`src/rtl/dv_tb_pkg.sv`:
```
// Shared definitions for the test-status mailbox and its consumers.
// Holds the mailbox FSM state type, the register offsets inside the
// 16-byte window, and the default pass/fail codes. Firmware headers and the
// end-of-test monitor use the same code values.
package dv_tb_pkg;

    typedef enum logic [1:0] {
        RUN   = 2'd0,
        DRAIN = 2'd1,
        DONE  = 2'd2
    } state_t;

    // Register index = addr[3:2]
    localparam logic [1:0] STATUS  = 2'd0;
    localparam logic [1:0] CHAR    = 2'd1;
    localparam logic [1:0] SCRATCH = 2'd2;
    localparam logic [1:0] CYCLES  = 2'd3;

    localparam logic [31:0] DEF_PASS_CODE = 32'hC001_C0DE;
    localparam logic [31:0] DEF_FAIL_CODE = 32'hDEAD_BEEF;

endpackage

```
`src/rtl/dv_test_status_mbox.sv`:
```
// Test-status mailbox: a bus responder that firmware writes a pass or fail
// code into. After the first code it drains for DRAIN_CYCLES cycles, then
// raises testEnd (and testFail if any fail code was seen) for the end-of-test
// monitor.
//
// Ports:
//   clk, rst            clock, asynchronous active-high reset
//   req/we/addr/be/wdata bus request (gnt = req, never stalls)
//   gnt                 request accepted (combinational)
//   rvalid/rdata/err    registered response, one cycle after accept
//   char_valid/char_data one-cycle console byte pulse from CHAR writes
//   testEnd/testFail    end-of-test vectors, only driven in DONE
module dv_test_status_mbox
    import dv_tb_pkg::*;
#(
    parameter int                ADDR_W       = 32,
    parameter logic [ADDR_W-1:0] BASE_ADDR    = 32'h8F00_0000,
    parameter int unsigned       DRAIN_CYCLES = 16,
    parameter logic [31:0]       PASS_CODE    = DEF_PASS_CODE,
    parameter logic [31:0]       FAIL_CODE    = DEF_FAIL_CODE,
    parameter int                N_OUT        = 1
) (
    input  logic              clk,
    input  logic              rst,
    input  logic              req,
    input  logic              we,
    input  logic [ADDR_W-1:0] addr,
    input  logic [3:0]        be,
    input  logic [31:0]       wdata,
    output logic              gnt,
    output logic              rvalid,
    output logic [31:0]       rdata,
    output logic              err,
    output logic              char_valid,
    output logic [7:0]        char_data,
    output logic [N_OUT-1:0]  testEnd,
    output logic [N_OUT-1:0]  testFail
);

    // Wide enough to hold DRAIN_CYCLES-1
    localparam int CNT_W = (DRAIN_CYCLES > 1) ? $clog2(DRAIN_CYCLES) : 1;

    state_t             r_state;
    state_t             w_state_next;
    logic [CNT_W-1:0]   r_drain_cnt;
    logic               r_fail_q;
    logic               r_bad_code;
    logic [7:0]         r_scratch [4];
    logic [31:0]        r_cycles;
    logic               r_rvalid;
    logic               r_err;
    logic [31:0]        r_rdata;
    logic               r_char_valid;
    logic [7:0]         r_char_data;

    logic               w_accept;
    logic               w_hit;
    logic [1:0]         w_reg;
    logic               w_status_wr;
    logic               w_pass_evt;
    logic               w_fail_evt;
    logic               w_bad_evt;
    logic               w_scratch_wr;
    logic               w_char_wr;
    logic [31:0]        w_rdata;
    logic [1:0]         w_unused_addr_lsbs;

    // While reset is held nothing is accepted, so a request coinciding with
    // reset never produces a response.
    assign w_accept     = req & ~rst;
    assign gnt          = w_accept;
    assign w_hit        = (addr[ADDR_W-1:4] == BASE_ADDR[ADDR_W-1:4]);
    assign w_reg        = addr[3:2];
    assign w_unused_addr_lsbs = addr[1:0];

    assign w_status_wr  = w_accept & we & w_hit & (w_reg == STATUS);
    assign w_pass_evt   = w_status_wr & (be == 4'hF) & (wdata == PASS_CODE);
    assign w_fail_evt   = w_status_wr & (be == 4'hF) & (wdata == FAIL_CODE);
    assign w_bad_evt    = w_status_wr & ~(w_pass_evt | w_fail_evt);
    assign w_scratch_wr = w_accept & we & w_hit & (w_reg == SCRATCH);
    assign w_char_wr    = w_accept & we & w_hit & (w_reg == CHAR) & be[0];

    // Read mux; writes and misses return zero.
    always_comb begin
        w_rdata = '0;
        if (w_hit && !we) begin
            case (w_reg)
                STATUS:  w_rdata = {29'b0, r_bad_code, r_fail_q, (r_state == DONE)};
                CHAR:    w_rdata = '0;
                SCRATCH: w_rdata = {r_scratch[3], r_scratch[2], r_scratch[1], r_scratch[0]};
                CYCLES:  w_rdata = r_cycles;
                default: w_rdata = '0;
            endcase
        end
    end

    // FSM: state register
    always_ff @(posedge clk or posedge rst) begin
        if (rst) r_state <= RUN;
        else     r_state <= w_state_next;
    end

    // FSM: next state. Only the first code starts the drain; later codes
    // only affect fail_q.
    always_comb begin
        w_state_next = r_state;
        case (r_state)
            RUN: begin
                if (w_pass_evt || w_fail_evt)
                    w_state_next = (DRAIN_CYCLES == 0) ? DONE : DRAIN;
            end
            DRAIN: begin
                if (r_drain_cnt == '0) w_state_next = DONE;
            end
            DONE:    w_state_next = DONE;
            default: w_state_next = RUN;
        endcase
    end

    // FSM: outputs. testFail is gated by DONE so the monitor never sees a
    // fail before the end edge.
    always_comb begin
        testEnd  = {N_OUT{r_state == DONE}};
        testFail = {N_OUT{(r_state == DONE) && r_fail_q}};
    end

    always_ff @(posedge clk or posedge rst) begin
        if (rst) begin
            r_drain_cnt <= '0;
        end else if (r_state == RUN && (w_pass_evt || w_fail_evt)) begin
            r_drain_cnt <= CNT_W'(DRAIN_CYCLES - 1);
        end else if (r_state == DRAIN && r_drain_cnt != '0) begin
            r_drain_cnt <= r_drain_cnt - 1'b1;
        end
    end

    always_ff @(posedge clk or posedge rst) begin
        if (rst) begin
            r_fail_q   <= 1'b0;
            r_bad_code <= 1'b0;
            r_cycles   <= '0;
        end else begin
            r_cycles <= r_cycles + 1'b1;
            if (w_fail_evt) r_fail_q   <= 1'b1;
            if (w_bad_evt)  r_bad_code <= 1'b1;
        end
    end

    // One register per scratch byte so each lane has a single driver.
    for (genvar gi = 0; gi < 4; gi++) begin : g_scratch
        always_ff @(posedge clk or posedge rst) begin
            if (rst)
                r_scratch[gi] <= '0;
            else if (w_scratch_wr && be[gi])
                r_scratch[gi] <= wdata[gi*8 +: 8];
        end
    end

    // Registered response path.
    always_ff @(posedge clk or posedge rst) begin
        if (rst) begin
            r_rvalid     <= 1'b0;
            r_err        <= 1'b0;
            r_rdata      <= '0;
            r_char_valid <= 1'b0;
            r_char_data  <= '0;
        end else begin
            r_rvalid     <= w_accept;
            r_err        <= w_accept & ~w_hit;
            r_rdata      <= w_accept ? w_rdata : 32'h0;
            r_char_valid <= w_char_wr;
            if (w_char_wr) r_char_data <= wdata[7:0];
        end
    end

    assign rvalid     = r_rvalid;
    assign err        = r_err;
    assign rdata      = r_rdata;
    assign char_valid = r_char_valid;
    assign char_data  = r_char_data;

endmodule

```
`config.mk`:
```
export PLATFORM = sky130hd
export DESIGN_NAME = dv_test_status_mbox
export DESIGN_NICKNAME = d
export VERILOG_FILES = /design/src/rtl/dv_tb_pkg.sv /design/src/rtl/dv_test_status_mbox.sv
export SDC_FILE = /design/constraint.sdc
export NUM_CORES = 1
export LEC_CHECK = 0
export ABC_AREA = 1
export CORE_MARGIN = 3
export CORE_UTILIZATION = 50
export DETAILED_ROUTE_END_ITERATION = 10
export GPL_TIMING_DRIVEN = 0
export PLACE_DENSITY = 0.8
export SETUP_SLACK_MARGIN = 0.3
export SLEW_MARGIN = 20
export SYNTH_ARGS = -nofsm -noshare
export SYNTH_HDL_FRONTEND = slang
export SYNTH_SLANG_ARGS = --single-unit
```
`constraint.sdc`:
```
create_clock -name clk -period 4.4 [get_ports clk]
set_input_delay 0.66 -clock clk [delete_from_list [all_inputs] [get_ports clk]]
set_output_delay 0.66 -clock clk [all_outputs]
set_load 0.05 [all_outputs]
```
==> results.md, run 1 <==
* Status: finished, final reports clean
* Worst setup path category: in -> out
* Critical Path Sink Type: primary output
* Max cap viols at 0
* Area leader, netlist: dfrtp_1
* Drt drc at 0
* Crit path DAT at 3200 ps
* Hold crit path type: reg -> reg
* Fillers at 723
* Max stage delay on crit path at 710 ps
* RSZ-0062 raised after global routing: no
* Post-layout net count at 807
* Post_cts resized at 0
* Vias at 4,530
* Critical Path Stages at 7
* Clock-pin slew on the worst setup and hold paths at 60 ps
* Critical path required time at 3740 ps
* Leading post-synthesis cells by cell area: dfrtp_1 56%, nand2_1 13%, inv_1 4.5%
* Number of setup buffers added after CTS at 0
* Hold Crit Start: r_scratch[18]
* Buffers & Inverters on Critical Path at 6
* Worst Max-Slew Pin Slew at 648.7 ps
* Worst clock skew at 10.57 ps
* Number of port buffers at 115
* Worst setup margin at 541.2 ps
* Post-layout min period at 3859 ps
* Commonest register cell after synthesis: dfrtp_1
* Fin util at 0.7204
* Slew Limit Fails at 0
* Final Hold Fails at 0
* Starting Density at 0.5213
* Die W at 107.4 um
* Hold depth at 2
* Flop-to-flop setup slack at 2370 ps
* Antenna violations before repair at 0
* Overall die height at 107.4 um
* CTS root buf: clkbuf_8
* Vias in the first global route at 4,573
* Reg2reg end: r_cycles[28]
* WHS at 473.0 ps
* Synth Instances at 593
* Worst vdd ir at 0.2515 mV
* Cell Rows at 36
* Register bit count reported by yosys at 115
* Top delay family on crit path: buffers and inverters
* Worst-path cell chain: clkdlybuf4s50_1, clkinvlp_4, buf_12, buf_12, nand2_1, inv_1, clkdlybuf4s50_1
* Share of cells above drive strength 1 at 0.07806
* Critical-path top delay cell: clkdlybuf4s50_1
* Sequential share of the synthesized area at 0.5596
* Routed wire per std cell at 15.25 um
* Slew HR at 0.5666
* CTS max path bufs at 2
* GPL Wtd Cong at 0.8875
* Ys async rst share at 1.000
* Ys Warns at 0
* RR Startpoint: r_cycles[0]
* Most repeated cell in the gate-level netlist after synthesis: nand2_1
* GRT overflow at 0
* H-tree lvl count at 4
* Initial DRC Count at 292
* Synthesized net count at 670
* Peak fanout along the critical path at 31
* Placement Setup Slack at 465.8 ps
* ANT cells at 0
* Antenna viol nets, final at 0
* F_max at 259.1 MHz
* Die footprint at 11,540 sq um
* Ports at 118
* Post-cts hold buffer count at 0
* Final setup viols at 0
* Final Cell Area at 7107 sq um
* Core ar. at 9864 sq um
* CTS tree: yes
* TritonCTS buffer count at 17
* First-pass GRT wire length at 22.01 mm
* Skew-Pair Late Insertion Delay at 530 ps
* Clock sink count at 115
* P&R area growth vs syn at 38.20%
* Crit share post-route at 0.8770
* Worst Reg-to-Reg Cells at 13
* Maximum number of pins on one net before global-route repair at 34
* PD cells at 357.4 nW/um^2
* Post-Route WL at 13.36 mm
* Leakage at 0.003157 uW
* DR pass1 iterations at 5
* Dpl cell area at 6524 sq um
* Post-Syn Area at 5142 sq um
* Post-Syn Area per Cell at 8.672 sq um
* Setup crit start kind: input pin
* HPWL Detailed at 9.814 mm
* Number of synthesized flops with an enable pin at 0
* Vias per cell at 5.171
* Synth cell types at 30
* Commonest cells in the netlist: 182 x nand2_1, 115 x dfrtp_1, 62 x inv_1
* Worst Setup SP: rst
* Top cell type's share of synthesized area at 0.5596
* Crit path to: gnt
* All-Layer GR Usage at 0.2457
## worst reg2reg max path, cell delays in order, from the launching register on
cell and delay, ps:
dfrtp_1 400, ha_1 210, nand2_1 90, nor2_2 150
nand2_2 100, nor2_4 160, nand2_2 90, inv_1 100
nand3_2 100, nor2_2 190, inv_2 50, nor2_1 80
nand2_1 50, and2_1 140
## layer usage
metal,part of all wire,routed length [um],track usage
met1,0.42,5639,0.3323
met2,0.48,6468,0.3919
met3,0.067,895,0.05099
met4,0.026,351,0.09468
met5,0,0,0
## stage by stage
stage / std cells / setup TNS (ps) / total power [uW]
floorplan: 593 / 0 / 1124
global placement: 841 / -21220 / 1208
detailed placement: 844 / 0 / 1217
CTS: 876 / 0 / 2544
global route: 876 / 0 / 2613
finish: 876 / 0 / 2540
## layout make-up
class	instances	area, sq um	area share
plain buffers	15	61.31	0.008627
clock buffers	18	427.9	0.06021
clock inverters	14	155.1	0.02183
inverters	63	240.2	0.03380
multi-input cells	400	1967	0.2768
flip-flops and latches	115	2878	0.4049
well taps	133	166.4	0.02342
repair buffers	118	1211	0.1704
## worst min-delay path by stage
stage / endpoint / slack [ps]
6_report: r_scratch[18] / 470
5_1_grt: r_scratch[18] / 490
4_1_cts: r_scratch[18] / 470
3_5_place_dp: r_scratch[18] / 460
3_3_place_gp: r_scratch[23] / 460
2_1_floorplan: r_cycles[31] / 440
## report_power, final
group / internal, uW / switching [uW] / leakage (uW)
clock network: 825 / 518 / 0.000270
logic: 70.0 / 68.3 / 0.00132
registers: 1060 / 0.207 / 0.00157
## state kept, by name, summed over array words and instances (netlist names)
signal,count
char_data,8
char_valid,1
err,1
r_bad_code,1
r_cycles,32
r_drain_cnt,4
r_fail_q,1
r_scratch,32
r_state,2
rdata,32
rvalid,1
## cell usage in the layout, fill, tap and decap left out, drive strengths merged, types with 3 or more instances in the layout
master         synthesis  final
nand3                 27     27
ha                     5      5
clkinv                 0      5
nor4                   3      3
nand4                 16     16
dfrtp                115    115
nor3                  10     10
clkbuf                11     29
xor2                  19     19
buf                    4      7
nand2                186    186
a21oi                 29     29
clkdlybuf4s50          0    115
a31oi                  3      3
o21bai                 4      4
nor2                  51     51
clkinvlp               0      6
o21ai                 30     30
xnor2                 11     11
inv                   63     64
## logic make-up after synthesis
| group | after synthesis | synth area share |
|---|---|---|
| and+or+nand+nor | 297 | 0.2494 |
| AOI/OAI and AO/OA | 68 | 0.06983 |
| adders and majority gates | 5 | 0.01217 |
| xor gates and xnor gates | 30 | 0.05109 |
| buffers and inverters | 78 | 0.05791 |
| DFF | 115 | 0.5596 |
(Power assumes the default switching activity.)
==> run 2, diff against run 1 <==
- CAP_MARGIN: default -> 20
==> results.md, run 2 (synthesis results as in run 1) <==
* Status: finished, final reports clean
* Overall die height at 107.4 um (unchanged)
* Number of port buffers at 115 (unchanged)
* DR pass1 iterations at 5 (unchanged)
* Setup crit start kind: input pin
* Antenna viol nets, final at 0 (unchanged)
* Routed wire per std cell at 15.25 um (unchanged)
* CTS root buf: clkbuf_8
* H-tree lvl count at 4 (unchanged)
* Critical Path Sink Type: primary output
* Final setup viols at 0 (unchanged)
* Crit path to: gnt
* Cell Rows at 36 (unchanged)
* Peak fanout along the critical path at 31 (unchanged)
* Worst setup path category: in -> out
* Commonest non-fill, non-tap cell in the layout: nand2_1
* Worst Max-Slew Pin Slew at 648.7 ps (unchanged)
* First-pass GRT wire length at 22.01 mm (unchanged)
* Fillers at 723 (unchanged)
* Critical-path top delay cell: clkdlybuf4s50_1
* Crit share post-route at 0.8770 (unchanged)
* Switching share of power at 0.2310 (unchanged)
* Post-cts hold buffer count at 0 (unchanged)
* Share of cells above drive strength 1 at 0.07806 (unchanged)
* Switch Pwr at 586.8 uW (unchanged)
* RSZ-0062 raised after global routing: no
* Post-route setup TNS at 0 ps (unchanged)
* Post_cts resized at 0 (unchanged)
* Gate power share at 0.054 (about the same)
* Final Hold Fails at 0 (unchanged)
* Post-layout min period at 3859 ps (unchanged)
* Max cap viols at 0 (unchanged)
* Worst Setup SP: rst
* Top delay family on crit path: buffers and inverters
* CTS max path bufs at 2 (unchanged)
* Fin util at 0.7204 (unchanged)
* Final Cell Area at 7107 sq um (unchanged)
* Drt drc at 0 (unchanged)
* Worst-path cell chain: clkdlybuf4s50_1, clkinvlp_4, buf_12, buf_12, nand2_1, inv_1, clkdlybuf4s50_1
* Hold crit path type: reg -> reg
* All-Layer GR Usage at 0.2457 (unchanged)
* Clock sink count at 115 (unchanged)
* Crit path DAT at 3200 ps (about the same)
* Die footprint at 11,540 sq um (unchanged)
* Skew-Pair Late Insertion Delay at 530 ps (about the same)
* WHS at 473.0 ps (unchanged)
* Clock-pin slew on the worst setup and hold paths at 60 ps (about the same)
* Initial DRC Count at 292 (unchanged)
* Number of setup buffers added after CTS at 0 (unchanged)
* Worst Reg-to-Reg Cells at 13 (unchanged)
* HPWL Detailed at 9.814 mm (unchanged)
* Max stage delay on crit path at 710 ps (about the same)
* Slew Limit Fails at 0 (unchanged)
* Share of power burned in registers at 0.417 (about the same)
* Die W at 107.4 um (unchanged)
* Reg2reg end: r_cycles[28]
* Buffers & Inverters on Critical Path at 6 (unchanged)
* Hold depth at 2 (unchanged)
* TritonCTS buffer count at 17 (unchanged)
* Most frequent cells in the layout: 182 x nand2_1, 115 x dfrtp_1, 115 x clkdlybuf4s50_1
* P&R area growth vs syn at 38.20% (unchanged)
* Flop-to-flop setup slack at 2370 ps (about the same)
* Maximum number of pins on one net before global-route repair at 34 (unchanged)
* Critical path required time at 3740 ps (about the same)
* Dpl cell area at 6524 sq um (unchanged)
* ANT cells at 0 (unchanged)
* Slew HR at 0.5666 (unchanged)
* Clk pwr share at 0.529 (about the same)
* Core ar. at 9864 sq um (unchanged)
* Vias per cell at 5.171 (unchanged)
* Worst clock skew at 10.57 ps (unchanged)
* Starting Density at 0.5213 (unchanged)
* GRT overflow at 0 (unchanged)
* PD cells at 357.4 nW/um^2 (unchanged)
* Internal power at 1954 uW (unchanged)
* Post-Route WL at 13.36 mm (unchanged)
* Ports at 118 (unchanged)
* RR Startpoint: r_cycles[0]
* CTS tree: yes
* Vias in the first global route at 4,573 (unchanged)
* F_max at 259.1 MHz (unchanged)
* Antenna violations before repair at 0 (unchanged)
* Post-layout net count at 807 (unchanged)
* Worst vdd ir at 0.2515 mV (unchanged)
* GPL Wtd Cong at 0.8875 (unchanged)
* Leakage at 0.003157 uW (unchanged)
* Vias at 4,530 (unchanged)
* Critical Path Stages at 7 (unchanged)
-- run 2: cell counts in the layout (fill, tap and decap cells not counted) --
Identical to the previous run, type by type.
-- run 2: cell type report --
type                    count  area (sq um)  area share
plain buffers              15         61.31    0.008627
clock buffers              18         427.9     0.06021
clock inverters            14         155.1     0.02183
inverters                  63         240.2     0.03380
multi-input cells         400          1967      0.2768
flip-flops and latches    115          2878      0.4049
well taps                 133         166.4     0.02342
repair buffers            118          1211      0.1704
-- run 2: stage by stage --
stage          setup WS [ps]  power [uW]  cells
2_1_floorplan          780.7        1124    593
3_3_place_gp          -853.2        1208    841
3_5_place_dp           465.8        1217    844
4_1_cts                457.9        2544    876
5_1_grt                327.6        2613    876
6_report               541.2        2540    876
-- run 2: power by group through the flow --
stage	Combinational, uW	Sequential (uW)	Clock [uW]
4_1_cts	140	1060	1340
6_report	138	1060	1340
3_5_place_dp	139	1080	0
3_3_place_gp	130	1080	0
2_1_floorplan	42.7	1080	0
5_1_grt	151	1060	1400
-- run 2: how the worst min path moves through the flow --
stage             startpoint             to
5_1_grt        r_scratch[18]  r_scratch[18]
6_report       r_scratch[18]  r_scratch[18]
4_1_cts        r_scratch[18]  r_scratch[18]
2_1_floorplan   r_cycles[31]   r_cycles[31]
3_3_place_gp   r_scratch[23]  r_scratch[23]
3_5_place_dp   r_scratch[18]  r_scratch[18]
-- run 2: routing by layer --
layer  vias to the layer above  GRT usage  part of all wire
met2                       188     0.3919              0.48
met4                         0    0.09468             0.026
met1                      2150     0.3323              0.42
met3                        33    0.05099             0.067
met5                         -          0                 0
li1                       2159          -                 -
-- run 2: worst min-delay path, stage by stage, from the launching register on --
cell,delay [ps]
dfrtp_1,340
nand2_1,60
nand2_1,50
==> run 3, diff against run 2 <==
- ABC_CLOCK_PERIOD_IN_PS: default -> 4400
- CORE_MARGIN: 3 -> 5
==> results.md, run 3 (synthesis results as in run 1) <==
* Worst vdd ir at 0.1914 mV (-24%)
* Routed wire per std cell at 15.75 um (+3.3%)
* DR pass1 iterations at 5 (unchanged)
* Critical path required time at 3740 ps (about the same)
* Skew-Pair Late Insertion Delay at 520 ps (about the same)
* Drt drc at 0 (unchanged)
* Max cap viols at 0 (unchanged)
* Post-layout min period at 3367 ps (-491.7 ps)
* Core ar. at 10,180 sq um (+3.2%)
* Hold crit path type: reg -> reg
* Share of power burned in registers at 0.440 (+0.023)
* Hold endpoint: r_scratch[16]
* Commonest non-fill, non-tap cell in the layout: nand2_1
* CTS tree: yes
* Crit share post-route at 0.7653 (-0.1117)
* Worst Max-Slew Pin Slew at 581.2 ps (-67.53 ps)
* All-Layer GR Usage at 0.2309 (-0.01476)
* Antenna violations before repair at 0 (unchanged)
* First-pass GRT wire length at 23.11 mm (+5.0%)
* ANT cells at 0 (unchanged)
* Most frequent cells in the layout: 182 x nand2_1, 115 x dfrtp_1, 115 x clkdlybuf4s50_1
* Worst setup margin at 1033 ps (+491.7 ps)
* Hold Crit Start: r_scratch[16]
* F_max at 297.0 MHz (+15%)
* GPL Wtd Cong at 0.8976 (+1.1%)
* Die W at 111.4 um (+3.7%)
* Slew HR at 0.6096 (+0.04295)
* Vias in the first global route at 4,784 (+4.6%)
* Leakage at 0.003152 uW (-0.15%)
* Flop-to-flop setup slack at 2360 ps (about the same)
* Vias per cell at 5.190 (+0.36%)
* H-tree lvl count at 4 (unchanged)
* Final Hold Fails at 0 (unchanged)
* Post-Route WL at 13.86 mm (+3.8%)
* Clock sink count at 115 (unchanged)
* Overall die height at 111.4 um (+3.7%)
* Maximum number of pins on one net before global-route repair at 33 (-2.9%)
* RR Startpoint: r_cycles[0]
* Share of cells above drive strength 1 at 0.07930 (+0.001239)
* Post_cts resized at 0 (unchanged)
* Number of port buffers at 115 (unchanged)
* Antenna viol nets, final at 0 (unchanged)
* Internal power at 1825 uW (-6.6%)
* Switch Pwr at 582.9 uW (-0.65%)
* CTS root buf: clkbuf_8
* Post-cts hold buffer count at 0 (unchanged)
* Cell Rows at 37 (+2.8%)
* Status: finished, final reports clean
* RSZ-0062 raised after global routing: no
* Crit path DAT at 2710 ps (-490 ps)
* TritonCTS buffer count at 17 (unchanged)
* PD cells at 339.2 nW/um^2 (-5.1%)
* Initial DRC Count at 317 (+8.6%)
* Critical Path Sink Type: primary output
* Post-layout net count at 808 (+0.12%)
* Hold depth at 2 (unchanged)
* P&R area growth vs syn at 38.03%
* Worst setup path category: in -> out
* Gate power share at 0.060 (+0.006)
* Reg2reg end: r_cycles[28]
* Dpl cells at 848 (+0.47%)
* CTS max path bufs at 2 (unchanged)
* Ports at 118 (unchanged)
* HPWL Detailed at 10.36 mm (+5.5%)
* Die footprint at 12,410 sq um (+7.6%)
* Starting Density at 0.5049 (-0.01639)
* Final setup viols at 0 (unchanged)
* Placement Setup Slack at 1007 ps (+541.5 ps)
* Vias at 4,567 (+0.82%)
* Worst clock skew at 6.115 ps (-4.457 ps)
* Non-Filler Instances at 880 (+0.46%)
* Slew Limit Fails at 0 (unchanged)
* Peak fanout along the critical path at 20 (-35%)
* GRT overflow at 0 (unchanged)
* Post-route setup TNS at 0 ps (unchanged)
* Worst Reg-to-Reg Cells at 13 (unchanged)
* Switching share of power at 0.2421 (+0.01113)
* Clock-pin slew on the worst setup and hold paths at 60 ps (about the same)
* Clk pwr share at 0.500 (-0.029)
* Setup crit start kind: input pin
* Number of setup buffers added after CTS at 0 (unchanged)
## run 3: layer usage
| metal | GRT usage | share of wire | vias to the layer above |
|---|---|---|---|
| li1 | - | - | 2165 |
| met1 | 0.2972 | 0.41 | 2200 |
| met2 | 0.3856 | 0.50 | 178 |
| met3 | 0.05163 | 0.067 | 24 |
| met4 | 0.08435 | 0.021 | 0 |
| met5 | 0 | 0 | - |
## run 3: power groups by stage
| stage | logic [uW] | clock network (uW) | registers (uW) |
|---|---|---|---|
| 2_1_floorplan | 42.7 | 0 | 1080 |
| 3_3_place_gp | 130 | 0 | 1080 |
| 3_5_place_dp | 145 | 0 | 1080 |
| 4_1_cts | 146 | 1200 | 1060 |
| 5_1_grt | 159 | 1260 | 1060 |
| 6_report | 145 | 1200 | 1060 |
## run 3: worst max-delay path by stage
| stage | start | end | slack [ps] | depth (start not counted) |
|---|---|---|---|---|
| 2_1_floorplan | rst | rdata[2] | 780 | 6 |
| 3_3_place_gp | rst | gnt | -870 | 5 |
| 3_5_place_dp | rst | gnt | 1010 | 5 |
| 4_1_cts | rst | gnt | 1010 | 5 |
| 5_1_grt | rst | gnt | 870 | 5 |
| 6_report | rst | gnt | 1030 | 5 |
## run 3: final cells by class
type	instances	area (sq um)
clock inverters	15	113.9
multi-input cells	400	1967
well taps	136	170.2
repair buffers	119	1254
clock buffers	17	414.1
flip-flops and latches	115	2878
plain buffers	15	61.31
fillers	773	3087
inverters	63	240.2
## run 3: per-stage QoR
step                      hold WS [ps]  cell area [sq um]    util  power, uW
after floorplan                  442.0               5146       -       1124
after global placement           455.3               6467  0.6350       1208
after detailed placement         460.3               6570  0.6451       1223
after CTS                        480.2               7098  0.6969       2409
after global routing             507.7               7098  0.6969       2474
final                            480.8               7098  0.6969       2408
## run 3: worst max-delay path, cell delays in order
cell and delay [ps]:
clkdlybuf4s50_1 500, clkinvlp_4 460, nand2_1 270, inv_1 100
clkdlybuf4s50_1 710
